===== config.mk =====
export PLATFORM = sky130hd
export DESIGN_NAME = uart_byte_tx
export DESIGN_NICKNAME = d
export VERILOG_FILES = /design/src/rtl/uart_byte_tx.sv
export SDC_FILE = /design/constraint.sdc
export NUM_CORES = 1
export LEC_CHECK = 0
export ABC_CLOCK_PERIOD_IN_PS = 5500
export CAP_MARGIN = 20
export CORE_ASPECT_RATIO = 1.5
export CORE_MARGIN = 2
export CORE_UTILIZATION = 62
export DETAILED_ROUTE_END_ITERATION = 12
export PLACE_DENSITY = 0.83
export SLEW_MARGIN = 40
export SYNTH_ARGS = -nofsm -noshare
export SYNTH_HDL_FRONTEND = slang
export SYNTH_SLANG_ARGS = --single-unit

===== constraint.sdc =====
create_clock -name clk -period 5.5 [get_ports clk]
set_input_delay 1.1 -clock clk [delete_from_list [all_inputs] [get_ports clk]]
set_output_delay 1.1 -clock clk [all_outputs]
set_load 0.05 [all_outputs]

===== src/rtl/uart_byte_tx.sv =====
// uart_byte_tx: 8N1 UART transmitter with a fixed 50 MHz baud divisor table.
// A single-cycle send_en starts a frame; data and baud select are latched at
// acceptance, so the inputs may change freely while the frame is on the line.
module uart_byte_tx (
  input  logic       clk,
  input  logic       rst_n,
  input  logic       send_en,
  input  logic [7:0] data_byte,
  input  logic [2:0] baud_set,
  output logic       rs232_tx,
  output logic       tx_done,
  output logic       uart_busy
);

  typedef enum logic [1:0] {
    IDLE  = 2'd0,
    START = 2'd1,
    DATA  = 2'd2,
    STOP  = 2'd3
  } state_t;

  // Bit period is DIV+1 clk cycles at 50 MHz. Unused selects fall back to 9600.
  localparam logic [15:0] DIV_9600   = 16'd5207;
  localparam logic [15:0] DIV_19200  = 16'd2603;
  localparam logic [15:0] DIV_38400  = 16'd1301;
  localparam logic [15:0] DIV_57600  = 16'd867;
  localparam logic [15:0] DIV_115200 = 16'd433;

  function automatic logic [15:0] baud_div(input logic [2:0] sel);
    case (sel)
      3'd0:    return DIV_9600;
      3'd1:    return DIV_19200;
      3'd2:    return DIV_38400;
      3'd3:    return DIV_57600;
      3'd4:    return DIV_115200;
      default: return DIV_9600;
    endcase
  endfunction

  state_t      state_q,   state_d;
  logic [15:0] cnt_q,     cnt_d;
  logic [2:0]  bit_idx_q, bit_idx_d;
  logic [7:0]  data_q,    data_d;
  logic [15:0] div_q,     div_d;
  logic        tx_q,      tx_d;
  logic        busy_q,    busy_d;
  logic        done_q,    done_d;

  logic        bit_end;
  logic [2:0]  bit_idx_inc;

  assign bit_end     = (cnt_q == div_q);
  assign bit_idx_inc = bit_idx_q + 3'd1;

  // Next-state and next-output logic; every registered output is computed here
  // and then captured in the state register so the line never glitches.
  always_comb begin
    // NOTE: every signal gets a default first so no path leaves it unassigned,
    // which would otherwise infer a latch.
    state_d   = state_q;
    cnt_d     = cnt_q;
    bit_idx_d = bit_idx_q;
    data_d    = data_q;
    div_d     = div_q;
    tx_d      = tx_q;
    busy_d    = busy_q;
    done_d    = 1'b0;

    case (state_q)
      IDLE: begin
        tx_d   = 1'b1;
        busy_d = 1'b0;
        if (send_en) begin
          state_d   = START;
          data_d    = data_byte;
          div_d     = baud_div(baud_set);
          cnt_d     = 16'd0;
          bit_idx_d = 3'd0;
          tx_d      = 1'b0;
          busy_d    = 1'b1;
        end
      end

      START: begin
        if (bit_end) begin
          state_d   = DATA;
          cnt_d     = 16'd0;
          bit_idx_d = 3'd0;
          tx_d      = data_q[0];
        end else begin
          cnt_d = cnt_q + 16'd1;
        end
      end

      DATA: begin
        if (bit_end) begin
          cnt_d = 16'd0;
          if (bit_idx_q == 3'd7) begin
            state_d = STOP;
            tx_d    = 1'b1;
          end else begin
            bit_idx_d = bit_idx_inc;
            tx_d      = data_q[bit_idx_inc];
          end
        end else begin
          cnt_d = cnt_q + 16'd1;
        end
      end

      STOP: begin
        if (bit_end) begin
          state_d = IDLE;
          cnt_d   = 16'd0;
          busy_d  = 1'b0;
          done_d  = 1'b1;
        end else begin
          cnt_d = cnt_q + 16'd1;
        end
      end

      default: begin
        state_d = IDLE;
        cnt_d   = 16'd0;
        tx_d    = 1'b1;
        busy_d  = 1'b0;
      end
    endcase
  end

  // State register: all state, including the line driver, on the rising edge.
  always_ff @(posedge clk or negedge rst_n) begin
    if (!rst_n) begin
      state_q   <= IDLE;
      cnt_q     <= 16'd0;
      bit_idx_q <= 3'd0;
      data_q    <= 8'h00;
      div_q     <= DIV_9600;
      tx_q      <= 1'b1;
      busy_q    <= 1'b0;
      done_q    <= 1'b0;
    end else begin
      // NOTE: non-blocking assignments so every register samples the values
      // from before this edge, independent of statement order.
      state_q   <= state_d;
      cnt_q     <= cnt_d;
      bit_idx_q <= bit_idx_d;
      data_q    <= data_d;
      div_q     <= div_d;
      tx_q      <= tx_d;
      busy_q    <= busy_d;
      done_q    <= done_d;
    end
  end

  assign rs232_tx  = tx_q;
  assign uart_busy = busy_q;
  assign tx_done   = done_q;

endmodule


==> out/metrics.yaml <==
grt_antenna_before_repair: 0
firstDrtPassIters: 4
cp.arrival_ns: 1.63
cts.repair.resized: 0
setup_tns_ns: 0
intPower_uw: 770
register_area_um2: 1060
r2r_cells: 5
clkPwrFrac: 0.162
track_usage: 0.260
vias_per_cell: 6.35
holdWs_ns: 0.504
clock-sinks: 42
grt.met3_usage: 0.0520
synthArstFlopShare: 1.00
cpMaxStageDelayCell: "clkdlybuf4s50_1"
clock_latency_ns: 0.29
synth_nets: 258
layout_commonest_cell: "dfrtp_1"
hold_viol_final: 0
initial_core_util: 0.650
hold_depth: 2
drtIter0Drc: 76
die_x_um: 54.7
power_frac_comb: 0.439
port_buffers: 16
postPlaceCellArea_um2: 2540
nFillCells: 267
io_pins: 17
start_kind: "flip-flop"
overflow: 0
setup_viol: 0
ctsHtreeMaxLevel: 2
synth_edf_count: 0
route.antenna.remaining_nets: 0
max_cap_viol_count: 0
vdd_drop_max_uv: 335
dp_hpwl_um: 3380
cts_tree: "yes"
r2r_slack_ns: 3.17
slew_headroom: 0.507
nNetsFinal: 267
hold_path_class: "reg2reg"
postCtsSetupBuffers: 0
core_um2: 3680
wirelength_um: 4780
diodes: 0
period_share: 0.496
cts_made_buffers: 5
path_max_fanout: 2
p_total_uw: 1290
fin_skew_ns: 0.00245
avgSynthCellArea_um2: 10.1
critical_path_class: "reg2out"
worst_slew_pin_slew_ns: 0.737
cp_cell_sequence: "clkdlybuf4s50_1"
max_stage_delay_ns: 0.80
worstPathRequired_ns: 4.40
power_density_nw_per_um2: 488
cp_num_buf_inv: 1
total_leakage_power_uw: 0.00112
grt_pass1_wl_um: 8190
syn_inst: 237
clockBufferDepth: 2
p_seq_frac: 0.399
path_delay_family: "buffers and inverters"
route.detailed.drc: 0
finish.instance_area_um2: 2630
grt_pass1_vias: 1817
synthFlopType: "dfrtp_1"
clk_pin_slew_worst_paths_ns: 0.08
ys_warn_count: 0
cts_root_buf: "clkbuf_8"
status: "finished, final reports clean"
grt_util_met2: 0.432
yosysSeqAreaShare: 0.442
rsz0062_at_grt: "false"
p_sw_uw: 516
ys_seq_elements: 42
syn_area_um2: 2390
ctsHoldBuffers: 0
die_area_um2: 4380
switching_share: 0.401
wire_per_inst_um: 16.5
final_max_slew_viol_count: 0
mostFrequentLayoutCells: "dfrtp_1 (36), nand2_1 (22), o21ai_0 (16)"
cp-end-kind: "output port"
grt_max_degree: 43
place_congestion: 0.800
critical_path_depth: 1
grt_busiest_layer: "met2"
multi_input_area_um2: 1250
die_h_um: 80.1
syn_to_final_growth_pct: 9.98
timing.fmax_ghz: 0.367
drive_gt1_frac: 0.138
fin_crit_ns: 2.73
num_vias: 1842
rows: 27
grt_util_met1: 0.316
ys_types: 48
## area by class of cell
| cell class | instances | area share |
|---|---|---|
| multi-input combinational | 175 | 0.474 |
| sequential | 42 | 0.402 |
| timing repair buffer | 16 | 0.0599 |
| clock buffer | 7 | 0.0328 |
| tap | 43 | 0.0204 |
| inverter | 6 | 0.00856 |
| clock inverter | 1 | 0.00190 |
## Yosys cell counts (2+ instances only)
| master | count | area [um2] |
|---|---|---|
| mux4_2 | 2 | 45.0 |
| dfrtp_1 | 36 | 901 |
| a31oi_1 | 15 | 93.8 |
| a21oi_1 | 14 | 70.1 |
| nand3_1 | 14 | 70.1 |
| nor2b_1 | 2 | 12.5 |
| inv_1 | 6 | 22.5 |
| xor2_1 | 8 | 70.1 |
| nor4_1 | 3 | 18.8 |
| nand2b_1 | 3 | 18.8 |
| mux2_2 | 12 | 135 |
| or3_1 | 4 | 25.0 |
| xnor2_1 | 2 | 17.5 |
| o21ai_0 | 16 | 80.1 |
| dfstp_2 | 6 | 158 |
| a41oi_1 | 4 | 35.0 |
| and4_1 | 3 | 26.3 |
| ha_1 | 7 | 87.6 |
| a21o_1 | 2 | 15.0 |
| a31o_1 | 3 | 26.3 |
| nor2_1 | 7 | 26.3 |
| nor3_1 | 4 | 20.0 |
| or2b_1 | 3 | 22.5 |
| clkbuf_1 | 9 | 33.8 |
| nand4_1 | 2 | 12.5 |
| o31ai_1 | 4 | 30.0 |
| nand2_1 | 22 | 82.6 |
| mux2i_1 | 2 | 20.0 |
| buf_2 | 3 | 15.0 |
## worst paths after layout
check / to / startpoint
max in group asynchronous: div_q[10] / rst_n
setup reg to reg: cnt_q[10] / cnt_q[13]
min in group asynchronous: cnt_q[7] / rst_n
hold / removal: div_q[1] / div_q[1]
hold reg to reg: div_q[1] / div_q[1]
setup / recovery: rs232_tx / rs232_tx
## worst min-delay path: stages (launching register included)
cell and delay [ns]:
dfstp_2 0.39, nand2_1 0.05, o21ai_0 0.07
## routing by layer
layer | vias up | wire length [um] | part of all wire
met2 | 47 | 2530 | 0.53
li1 | 898 | - | -
met4 | 0 | 91 | 0.019
met3 | 8 | 149 | 0.031
met5 | - | 0 | 0
met1 | 889 | 2010 | 0.42
## cells by family (layout without fill, tap and decap cells)
family / count (synthesis) / after routing / synth area share
multiplexers: 16 / 16 / 0.0836
AND/OR/NAND/NOR: 75 / 75 / 0.175
AO/OA/AOI/OAI: 67 / 67 / 0.190
adder cells (fa/ha/maj): 7 / 7 / 0.0366
flip-flops: 42 / 42 / 0.442
buffers and inverters: 20 / 30 / 0.0361
XOR/XNOR: 10 / 10 / 0.0366
## power groups by stage
stage                     registers, uW  clock network [uW]  logic, uW
after detailed placement            518                   0        562
after global placement              515                   0        544
after CTS                           512                 209        564
after floorplan                     510                   0        446
after global routing                524                 224        624
final                               513                 208        565
## stage by stage
| stage | std cells | setup slack, ns | util |
|---|---|---|---|
| CTS | 290 | 2.77 | 0.715 |
| detailed placement | 282 | 2.68 | 0.690 |
| floorplan | 237 | 3.46 | - |
| finish | 290 | 2.77 | 0.715 |
| global route | 290 | 2.75 | 0.715 |
| global placement | 282 | 2.74 | 0.689 |
## registers in the layout, summed over array words and instances, names as in the netlist
name / count
bit_idx_q: 3
cnt_q: 16
data_q: 8
div_q: 10
rs232_tx: 1
state_q: 2
tx_done: 1
uart_busy: 1
Note: power is estimated with default switching activity, not from simulation.
